**config.mk**
```make
export PLATFORM = sky130hd
export DESIGN_NAME = calc_seg_top
export DESIGN_NICKNAME = d
export VERILOG_FILES = /design/src/rtl/calc_seg_top.sv
export SDC_FILE = /design/constraint.sdc
export NUM_CORES = 1
export LEC_CHECK = 0
export ABC_AREA = 1
export CORE_UTILIZATION = 55
export CTS_CLUSTER_DIAMETER = 60
export CTS_CLUSTER_SIZE = 24
export DETAILED_ROUTE_END_ITERATION = 12
export GPL_TIMING_DRIVEN = 0
export HOLD_SLACK_MARGIN = 0.08
export PLACE_DENSITY = 0.75
export SYNTH_ARGS = -nofsm -noshare
export SYNTH_HDL_FRONTEND = slang
export SYNTH_SLANG_ARGS = --single-unit
export TNS_END_PERCENT = 50
```
**constraint.sdc**
```tcl
create_clock -name clk -period 5 [get_ports clk]
set_input_delay 1 -clock clk [delete_from_list [all_inputs] [get_ports clk]]
set_output_delay 1 -clock clk [all_outputs]
set_load 0.05 [all_outputs]
```
**src/rtl/calc_seg_top.sv**
```systemverilog
// calc_seg_top: accumulator calculator with a multiplexed 7-segment hex display.
//   acc (2*WIDTH bits) is updated as acc <= acc op num1 on a go pulse.
//   ADD/SUB/AND/OR/XOR/SHL complete on the go edge; MUL (shift-add, WIDTH
//   cycles) and DIV (restoring, 2*WIDTH cycles) run iteratively with busy high.
//   Divide by zero sets acc to all-ones and raises the sticky err flag.
// Ports:
//   clk, rst      clock and synchronous active-high reset
//   op[2:0]       0 ADD, 1 SUB, 2 AND, 3 OR, 4 XOR, 5 SHL, 6 MUL, 7 DIV
//   num1          right operand, zero-extended to the accumulator width
//   go, clr       single-cycle command pulses (clr has priority over go)
//   busy, err     MUL/DIV in progress; sticky divide-by-zero flag
//   ans, seg      active-low digit enables and segments {g,f,e,d,c,b,a}
module calc_seg_top #(
  parameter int unsigned WIDTH    = 8,
  parameter int unsigned DIGITS   = 4,
  parameter int unsigned SCAN_DIV = 100000
) (
  input  logic              clk,
  input  logic              rst,
  input  logic [2:0]        op,
  input  logic [WIDTH-1:0]  num1,
  input  logic              go,
  input  logic              clr,
  output logic              busy,
  output logic              err,
  output logic [DIGITS-1:0] ans,
  output logic [6:0]        seg
);

  localparam int unsigned RW = 2 * WIDTH;
  localparam int unsigned CW = $clog2(RW + 1);
  localparam int unsigned SW = (SCAN_DIV > 1) ? $clog2(SCAN_DIV) : 1;
  localparam int unsigned DW = (DIGITS > 1) ? $clog2(DIGITS) : 1;

  localparam logic [CW-1:0] MUL_LAST  = CW'(WIDTH - 1);
  localparam logic [CW-1:0] DIV_LAST  = CW'(RW - 1);
  localparam logic [SW-1:0] SCAN_LAST = SW'(SCAN_DIV - 1);
  localparam logic [DW-1:0] DIG_LAST  = DW'(DIGITS - 1);
  localparam logic [RW-1:0] RW_VAL    = RW'(RW);

  typedef enum logic [1:0] {S_IDLE, S_MUL, S_DIV} state_t;
  typedef enum logic [2:0] {
    OP_ADD, OP_SUB, OP_AND, OP_OR, OP_XOR, OP_SHL, OP_MUL, OP_DIV
  } op_t;

  state_t           state_q, state_d;
  logic [RW-1:0]    acc_q, acc_d;
  logic             err_q, err_d;
  logic [CW-1:0]    cnt_q, cnt_d;
  // opa: multiplicand (MUL) or dividend shifting out / quotient shifting in (DIV)
  // opb: partial product (MUL) or partial remainder (DIV)
  // opc: remaining multiplier bits (MUL) or divisor (DIV)
  logic [RW-1:0]    opa_q, opa_d;
  logic [RW-1:0]    opb_q, opb_d;
  logic [WIDTH-1:0] opc_q, opc_d;
  logic [SW-1:0]    scan_q, scan_d;
  logic [DW-1:0]    dig_q, dig_d;

  logic [RW-1:0] b_ext;
  logic [RW-1:0] divisor_ext;
  logic [RW-1:0] prod_nx;
  logic [RW-1:0] rem_sh;
  logic          q_bit;
  logic [3:0]    nib;

  always_comb begin
    state_d = state_q;
    acc_d   = acc_q;
    err_d   = err_q;
    cnt_d   = cnt_q;
    opa_d   = opa_q;
    opb_d   = opb_q;
    opc_d   = opc_q;

    b_ext       = {{WIDTH{1'b0}}, num1};
    divisor_ext = {{WIDTH{1'b0}}, opc_q};
    prod_nx     = opb_q + (opc_q[0] ? opa_q : '0);
    rem_sh      = {opb_q[RW-2:0], opa_q[RW-1]};
    q_bit       = (rem_sh >= divisor_ext);

    if (clr) begin
      acc_d   = '0;
      err_d   = 1'b0;
      state_d = S_IDLE;
    end else begin
      unique case (state_q)
        S_IDLE: begin
          if (go) begin
            unique case (op_t'(op))
              OP_ADD: acc_d = acc_q + b_ext;
              OP_SUB: acc_d = acc_q - b_ext;
              OP_AND: acc_d = acc_q & b_ext;
              OP_OR:  acc_d = acc_q | b_ext;
              OP_XOR: acc_d = acc_q ^ b_ext;
              OP_SHL: acc_d = (b_ext >= RW_VAL) ? '0 : (acc_q << num1);
              OP_MUL: begin
                opa_d   = acc_q;
                opb_d   = '0;
                opc_d   = num1;
                cnt_d   = '0;
                state_d = S_MUL;
              end
              OP_DIV: begin
                if (num1 == '0) begin
                  acc_d = '1;
                  err_d = 1'b1;
                end else begin
                  opa_d   = acc_q;
                  opb_d   = '0;
                  opc_d   = num1;
                  cnt_d   = '0;
                  state_d = S_DIV;
                end
              end
              default: ;
            endcase
          end
        end
        S_MUL: begin
          // The last edge commits the sum including the final multiplier bit,
          // so the result lands in acc without an extra cycle.
          opb_d = prod_nx;
          opa_d = opa_q << 1;
          opc_d = opc_q >> 1;
          cnt_d = cnt_q + 1'b1;
          if (cnt_q == MUL_LAST) begin
            acc_d   = prod_nx;
            state_d = S_IDLE;
          end
        end
        S_DIV: begin
          opb_d = q_bit ? (rem_sh - divisor_ext) : rem_sh;
          opa_d = {opa_q[RW-2:0], q_bit};
          cnt_d = cnt_q + 1'b1;
          if (cnt_q == DIV_LAST) begin
            acc_d   = {opa_q[RW-2:0], q_bit};
            state_d = S_IDLE;
          end
        end
        default: state_d = S_IDLE;
      endcase
    end
  end

  always_comb begin
    scan_d = scan_q;
    dig_d  = dig_q;
    if (scan_q == SCAN_LAST) begin
      scan_d = '0;
      dig_d  = (dig_q == DIG_LAST) ? '0 : dig_q + 1'b1;
    end else begin
      scan_d = scan_q + 1'b1;
    end
  end

  always_ff @(posedge clk) begin
    if (rst) begin
      state_q <= S_IDLE;
      acc_q   <= '0;
      err_q   <= 1'b0;
      cnt_q   <= '0;
      opa_q   <= '0;
      opb_q   <= '0;
      opc_q   <= '0;
      scan_q  <= '0;
      dig_q   <= '0;
    end else begin
      state_q <= state_d;
      acc_q   <= acc_d;
      err_q   <= err_d;
      cnt_q   <= cnt_d;
      opa_q   <= opa_d;
      opb_q   <= opb_d;
      opc_q   <= opc_d;
      scan_q  <= scan_d;
      dig_q   <= dig_d;
    end
  end

  assign busy = (state_q != S_IDLE);
  assign err  = err_q;

  always_comb begin
    ans = '1;
    for (int unsigned i = 0; i < DIGITS; i++) begin
      ans[i] = (dig_q != DW'(i));
    end
  end

  always_comb begin
    nib = acc_q[4*dig_q +: 4];
    seg = 7'b1111111;
    if (err_q) begin
      seg = 7'b0000110;
    end else begin
      unique case (nib)
        4'h0: seg = 7'b1000000;
        4'h1: seg = 7'b1111001;
        4'h2: seg = 7'b0100100;
        4'h3: seg = 7'b0110000;
        4'h4: seg = 7'b0011001;
        4'h5: seg = 7'b0010010;
        4'h6: seg = 7'b0000010;
        4'h7: seg = 7'b1111000;
        4'h8: seg = 7'b0000000;
        4'h9: seg = 7'b0010000;
        4'hA: seg = 7'b0001000;
        4'hB: seg = 7'b0000011;
        4'hC: seg = 7'b1000110;
        4'hD: seg = 7'b0100001;
        4'hE: seg = 7'b0000110;
        4'hF: seg = 7'b0001110;
        default: seg = 7'b1111111;
      endcase
    end
  end

endmodule

```
After elaboration in Yosys (flattened, before gate mapping)

Memory sizes are Yosys's and may differ from the RTL's.
Cells that the tools add are included.

Flip-flop bits (word level): 83
Bits of input ports: 15
Word-level logic and storage cells: 98
Bits in read-only memories: 112
Memories: 1
Output and inout bits: 13

Shifts and indexed selects: 2
$add $sub $neg: 7
Bitwise logic cells: 4
Reduce and logical (&&, ||, !) cells: 17
Order comparisons: 2
Mux-type cells: 33
Equality and inequality tests: 23

Memories:

| name             | words | width | rd ports | clocked after Yosys merged registers in | wr ports | line | source |
|---|---|---|---|---|---|---|---|
| (name not given) | 16    | 7     | 1        | 0                                       | 0        | 196  | `unique case (nib)` |

Operators by type and width:

| cell                                                              | count |
|---|---|
| 2-to-1 mux 16 bit                                                 | 11 |
| one-hot mux 16 bit (3 select lines)                               | 3 |
| one-hot mux 16 bit (7 select lines)                               | 1 |
| one-hot mux 16 bit (2 select lines)                               | 2 |
| one-hot mux 8 bit (2 select lines)                                | 2 |
| subtractor 16 x 8 -> 16 bit                                       | 2 |
| one-hot mux 5 bit (2 select lines)                                | 2 |
| AND reduction 5 bit                                               | 4 |
| adder 17 x 1 -> 17 bit, second input constant                     | 1 |
| equality test 17 bit, second input constant                       | 1 |
| adder 16 bit                                                      | 1 |
| adder 16 x 8 -> 16 bit                                            | 1 |
| bitwise AND 16 x 8 -> 16 bit                                      | 1 |
| greater-or-equal comparator 16 x 8 -> 1 bit                       | 1 |
| 2-to-1 mux 8 bit                                                  | 2 |
| OR 16 x 8 -> 16 bit                                               | 1 |
| indexed part select 16 x 5 -> 4 bit                               | 1 |
| << shifter 16 x 8 -> 16 bit                                       | 1 |
| bitwise XOR 16 x 8 -> 16 bit                                      | 1 |
| equality test 3 bit, second input constant                        | 4 |
| 2-to-1 mux 2 bit                                                  | 5 |
| 2-to-1 mux 5 bit                                                  | 2 |
| != test 2 bit, second input constant                              | 5 |
| greater-or-equal comparator 8 x 5 -> 1 bit, second input constant | 1 |
| other kinds (24)                                                  | 32 |

Longest topological paths before layout

Gate-level depths: netlist of run 1.

Depth in word-level cells: 5
Depth in mapped cells: 21
Depth with buffers taken out: 19

Least setup slack after synthesis of run 1

No wires, ideal clock.

Path type: register to output
Start point: register dig_q[0]
End point: output port seg[2]
Path buffers: 1
Slack: 1157 ps
Cell stages (with the launch flop): 10
Arrival time: 2843 ps
Required time: 4000 ps
Path through: dfxtp_1 -> buf_2 -> inv_2 -> or2_2 -> a32oi_1 -> inv_1 -> ha_1 -> o21ai_0 -> inv_1 -> o21ai_0

Word-level cells in the longest chain between the ends: 3

Ends and longest elaborated chain:

| element                             | line | source |
|---|---|---|
| start: declaration                  | 57   | `logic [DW-1:0] dig_q, dig_d;` |
| start signal: assignment            | 176  | `dig_q <= dig_d;` |
| indexed part select 16 x 5 -> 4 bit | 191  | `nib = acc_q[4*dig_q +: 4];` |
| memory (16 x 7 bit)                 | n/a  |  |
| 2-to-1 mux 7 bit                    | 193  | `if (err_q) begin` |
| end: declaration                    | 27   | `output logic [6:0] seg` |

No other way between the ends.

Final worst setup path of run 1

Start point: register dig_q[0]
End point: output port seg[3]

The elaborated chain is that of the path after synthesis.

==> impl_metrics.ini, run 1 <==
[synthesis]
yosysUniqueCellTypes = 55
yosysWarnings = 0
yosysTopAreaCellShare_pct = 19.69
synth.net_count = 1476
synth-main-ff-cell = dfxtp_1
ys_ff_latch = 83
synth.yosys.seq_area_share_pct = 19.69
synthTopCellsByCount = nand2_1 (382), inv_1 (157), nand3_1 (146)
ys_top_cells_by_area = dfxtp_1 (20%), nand2_1 (17%), ha_1 (11%)
synth_area_mm2 = 0.008439
synth_edf_count = 0
synth_area_per_cell_um2 = 6.107
synthArstFlopShare_pct = 0
synth_top_cell_by_area = dfxtp_1
post-synth-top-count-cell = nand2_1
synth_cells = 1382

[global_routing]
grt_use_total_pct = 34.65
antenna_found_initial = 0
first_global_vias = 8546
grt_pass1_wl_mm = 43.53
overflow = 0
grt_max_degree = 16

[timing]
hold_violations = 0
fin_skew_ns = 0.007260
setup_tns_ns = 0
tightest_slew_ns = 0.6969
max_freq_mhz = 220.9
timing.hold.ws_ns = 0.4544
fin_crit_ns = 4.527
rsz0062_at_grt = no
final_max_slew_viol_count = 0
period_share_pct = 90.54
setup_viol = 0
worst_slew_margin_rel_pct = 53.37

[floorplan]
die_area_mm2 = 0.01584
die_y_um = 125.9
ios = 28
fp.dieW_um = 125.9
num_rows = 44
core-area_mm2 = 0.01475
start_util_pct = 57.20

[setup_path]
arrival_ns = 3.53
cp-end-kind = primary output
setup.worst_path.class = reg -> out
reg2reg_slack_ns = 1.74
start_kind = flop
ff2ff_path_depth = 17
r2r-end = acc_q[8]$_SDFFE_PP0P_
r2r_start = opc_q[0]$_SDFFE_PP0P_
crit_required_ns = 4.00
path_max_fanout = 11

[placement]
portBuffers = 26
hpwl_mm = 21.13
gp_congestion = 1.015
dp.cells = 1592

[cts]
post-cts-setup-buffer-count = 0
cts_max_level = 3
clkLatencyLatePin_ns = 0.35
ctsHoldBuffers = 0
clockBufferDepth = 2
cts.repair.resized = 0
clock-sinks = 83
cts-root-buf = clkbuf_16
numCtsBuffers = 9
tritoncts = built
clkSlewWorstSetupHoldPaths_ns = 0.06

[drt]
drc = 0
routedWlPerCell_um = 16.65
ant_nets = 0
highest_layer = met4
avgViaCountPerCell = 5.860
wl_met3_mm = 2.555
met1_length_mm = 12.26
drt_pass1_iterations = 6
drt_iter0_markers = 931
via_count = 9423
finalWirelength_mm = 26.78
wl_met2_mm = 11.44

[min_path]
min_path_type = reg -> reg
hold_path_depth = 1
min_from = scan_q[0]$_SDFF_PP0_
hold_end = scan_q[0]$_SDFF_PP0_

[job]
maxCapViolCount = 0

[outcome]
outcome = completed

[power_and_ir_drop]
ir_worst_vdd_v = 0.0001871
power_leakage_nw = 4.333
p_per_area_mw_per_mm2 = 213.6

[layout]
layoutNonFillerInstCount = 1608
synthToLayoutAreaGrowth_pct = 9.488
nets = 1513
diodes = 0
drive_gt1_share_pct = 5.478
utilization_pct = 62.63
stage by stage:
step                      area [um^2]  total power (W)  setup slack [ns]
after floorplan                  8439         0.001111             1.157
after global placement           8930         0.001267            0.3710
after detailed placement         8930         0.001269            0.3443
after CTS                        9240         0.001965            0.4706
after global routing             9240         0.002067            0.2632
final                            9240         0.001973            0.4732
final cells by class:
type                    instances  area, um^2
multi-input cells            1082        5912
fillers                      1484        5514
flip-flops and latches         83        1662
inverters                     171       649.4
repair buffers                 26       260.3
clock buffers                  10       239.0
well taps                     184       230.2
plain buffers                  46       216.5
clock inverters                 6       71.32
flip-flops by register name, indices dropped and copies added, names as in the netlist:
register  count
dig_q         2
err           1
opb_q        16
opc_q         8
cnt_q         5
scan_q       17
acc_q        16
state_q       2
opa_q        16
how the worst max path moves through the flow:
stage                                     start                      to  slack, ns
final                     dig_q[0]$_SDFFE_PP0P_                  seg[3]       0.47
after global routing                    num1[0]  acc_q[14]$_SDFFE_PP0P_       0.26
after CTS                 dig_q[0]$_SDFFE_PP0P_                  seg[3]       0.47
after detailed placement                num1[1]   acc_q[5]$_SDFFE_PP0P_       0.34
after global placement                  num1[1]  acc_q[14]$_SDFFE_PP0P_       0.37
after floorplan           dig_q[0]$_SDFFE_PP0P_                  seg[2]       1.16
cells by family after synthesis:
kind of cell,after synthesis,synth area share (%)
AND/OR/NAND/NOR,713,37.66
AO/OA/AOI/OAI,265,17.82
buffers and inverters,217,10.26
flip-flops,83,19.69
adder cells (fa/ha/maj),79,11.98
XOR/XNOR,25,2.595
power by group:
group          switching (W)  internal (W)  leakage (nW)
registers          0.0000282      0.000676         0.671
clock network       0.000296      0.000405         0.146
logic               0.000381      0.000187          3.52
total               0.000705       0.00127          4.33
critical path: stages (launching register included):
cell and delay, ns:
dfxtp_1 0.35, buf_2 0.23, inv_2 0.14, or2_2 0.29, a32oi_1 0.43, inv_1 0.19
ha_1 0.31, o21ai_0 0.11, a21oi_1 0.15, a31oi_1 0.06, nor2_1 0.10, clkdlybuf4s50_1 0.80
cell usage in the layout, fill, tap and decap left out, drive strengths merged, types with 2 or more instances in the layout:
master         Yosys  routed
fa                 3       3
clkdlybuf4s50      0      26
nor4               4       4
or2                8       8
nand2            384     384
a21oi            130     130
nand3            150     150
a21o               3       3
xnor2              6       6
dfxtp             83      83
clkinvlp           0       2
a31oi             20      20
a211oi            16      16
ha                76      76
nor3              17      17
buf               21      21
nand3b             8       8
o211ai             6       6
o21ai             78      78
inv              167     169
clkbuf            25      35
xor2              19      19
clkinv             4       5
a311oi             2       2
and2               4       4
nand4             34      34
nor2             100     100
a32oi              3       3
and3               3       3
routing by layer:
layer  global-route usage, %  vias to the layer above
met1                   48.75                     4270
met3                   6.330                       45
met2                   54.12                      424
met5                       0                        -
li1                        -                     4684
met4                   9.497                        0
(Power assumes the default switching activity.)
==> inputs of run 2 (changes only) <==
--- a/config.mk
+++ b/config.mk
@@ -13,7 +13,7 @@
 export GPL_TIMING_DRIVEN = 0
 export HOLD_SLACK_MARGIN = 0.08
 export PLACE_DENSITY = 0.75
+export SKIP_CTS_REPAIR_TIMING = 1
 export SYNTH_ARGS = -nofsm -noshare
 export SYNTH_HDL_FRONTEND = slang
 export SYNTH_SLANG_ARGS = --single-unit
-export TNS_END_PERCENT = 50
==> results of run 2 <==
The final DEF is identical to that of run 1; final timing and power are the same.
==> RTL edit, RTL diff (settings of run 1) <==
Register the inputs `op`, `num1`, `go` and `clr` before use, without a reset. The logic sees them one clock later. Comments in the files are not updated.
--- a/src/rtl/calc_seg_top.sv
+++ b/src/rtl/calc_seg_top.sv
@@ -45,2 +45,14 @@
 
+  logic [2:0] op_q;
+  logic [WIDTH-1:0] num1_q;
+  logic go_q;
+  logic clr_q;
+
+  always_ff @(posedge clk) begin
+    op_q   <= op;
+    num1_q <= num1;
+    go_q   <= go;
+    clr_q  <= clr;
+  end
+
   state_t           state_q, state_d;
@@ -74,3 +86,3 @@
 
-    b_ext       = {{WIDTH{1'b0}}, num1};
+    b_ext       = {{WIDTH{1'b0}}, num1_q};
     divisor_ext = {{WIDTH{1'b0}}, opc_q};
@@ -80,3 +92,3 @@
 
-    if (clr) begin
+    if (clr_q) begin
       acc_d   = '0;
@@ -87,4 +99,4 @@
         S_IDLE: begin
-          if (go) begin
-            unique case (op_t'(op))
+          if (go_q) begin
+            unique case (op_t'(op_q))
               OP_ADD: acc_d = acc_q + b_ext;
@@ -94,3 +106,3 @@
               OP_XOR: acc_d = acc_q ^ b_ext;
-              OP_SHL: acc_d = (b_ext >= RW_VAL) ? '0 : (acc_q << num1);
+              OP_SHL: acc_d = (b_ext >= RW_VAL) ? '0 : (acc_q << num1_q);
               OP_MUL: begin
@@ -98,3 +110,3 @@
                 opb_d   = '0;
-                opc_d   = num1;
+                opc_d   = num1_q;
                 cnt_d   = '0;
@@ -103,3 +115,3 @@
               OP_DIV: begin
-                if (num1 == '0) begin
+                if (num1_q == '0) begin
                   acc_d = '1;
@@ -109,3 +121,3 @@
                   opb_d   = '0;
-                  opc_d   = num1;
+                  opc_d   = num1_q;
                   cnt_d   = '0;
Behaviour: not the same (a bounded check fails within 4 cycles, from zero or initial values and one cycle with rst high).
==> RTL edit against run 1 <==
Critical endpoint unchanged. First-iteration DRC count is 3.9% higher. Sequential cell count rose by 13. Critical path type unchanged. Global-route usage up 0.89 points. Wire length is 3.8% higher. Synthesized area up 2.3%. Final area up 2.3%. Power is 6.1% higher. Sequential power grew 17%. Via count grew 0.81%. Hold slack lost 0.00053 ns. Worst setup slack improved by 0.047 ns. Register-to-register slack worse by 0.74 ns.
==> RTL edit: results (changes against run 1) <==
syn_nets=1470 (-0.41%); HPWL after DPL=21900 um (+3.9%); Comb. pwr=0.570 mW (about the same); synth top area cells=dfxtp_1 (22%), nand2_1 (16%), ha_1 (11%), nand3_1 (8.2%), a21oi_1 (7.5%); Worst setup startpoint=acc_q[1]$_SDFFE_PP0P_; synthesized instance count=1376 (-0.43%); clock slew at reported path FFs=0.08 ns (+0.02 ns); share of post-route cells with drive strength above 1=5.29% (-0.19 points); Cells after DPL=1613 (+1.3%); CP delay by family, top=buffers and inverters; average wire per standard cell=17.1 um (+2.5%); Initial DRC Count=967 (+3.9%); fillers=1552 (+4.6%); Vias=9499 (+0.81%); switching share of power=36.7% (+1.0 points); GR Util met3=5.40% (-0.93 points); Non-clock buffers, area share=5.12% (-0.035 points); Arr. time, crit path=3.48 ns (-0.05 ns); PD cells=222 nW/um^2 (+3.8%); Non-clk invs=160 (-6.4%); Final clock-cell share=3.13% (-0.23 points); Reg-to-Reg Start=num1_q[0]$_DFF_P_; Distinct cells, synth=54 (-1.8%); status=complete, no violations; GRT met1 Usage=50.6% (+1.8 points); met2 usage=54.1% (about the same); reg-to-reg critical path endpoint=acc_q[14]$_SDFFE_PP0P_; multi-input logic area=5880 um^2 (-0.53%); vias in the first global route=8654 (+1.3%); multi-input gates=1074 (-0.74%); Peak VDD IR=0.183 mV (-2.3%); highest net fanout along the worst path=7 (-4); clk_buf instances=9 (-1); R2R Setup Slk=1.00 ns (-0.74 ns); total track usage=35.5% (+0.89 points); global-route wire length before repair=44700 um (+2.7%); top cells by count, synth=nand2_1 (366), inv_1 (145), nand3_1 (142); Fin Clk Skew=0.0118 ns (+0.00452 ns); clk pwr=0.703 mW (about the same); seq_cells=96 (+16%); register area=1920 um^2 (+16%); GP Congestion=0.985 (-3.0%); Lkg Pwr=4.34 nW (+0.24%); worst-case clock buffer depth=2 (unchanged); post-synthesis sequential area ratio=22.3% (+2.6 points)
## RTL edit: cell count changes in the layout (fill, tap and decap cells not counted), moves of 5 or more
cell	delta
a21oi_1	+5
clkbuf_1	-6
dfxtp_1	+13
inv_1	-12
nand2_1	-16
nand4_1	-5
nor2_1	+10
## RTL edit: metal layers
metal / share of wire (%) / routed length, um
met5: 0 / 0
met4: 2.7 / 760
met3: 8.6 / 2410
met2: 43 / 11800
met1: 46 / 12800
## RTL edit: logic make-up after synthesis
kind of cell             share of synthesized area, %
flip-flops                                       22.3
adder cells (fa/ha/maj)                          11.7
AO/OA/AOI/OAI                                    18.4
AND/OR/NAND/NOR                                  35.8
buffers and inverters                            9.58
XOR/XNOR                                         2.23
## RTL edit: per-stage QoR
step	hold slack [ns]	instance area, um^2	setup slack, ns
after floorplan	0.418	8630	1.26
after global placement	0.430	9150	0.925
after detailed placement	0.441	9150	0.945
after CTS	0.454	9450	0.542
after global routing	0.493	9450	0.278
final	0.454	9450	0.520
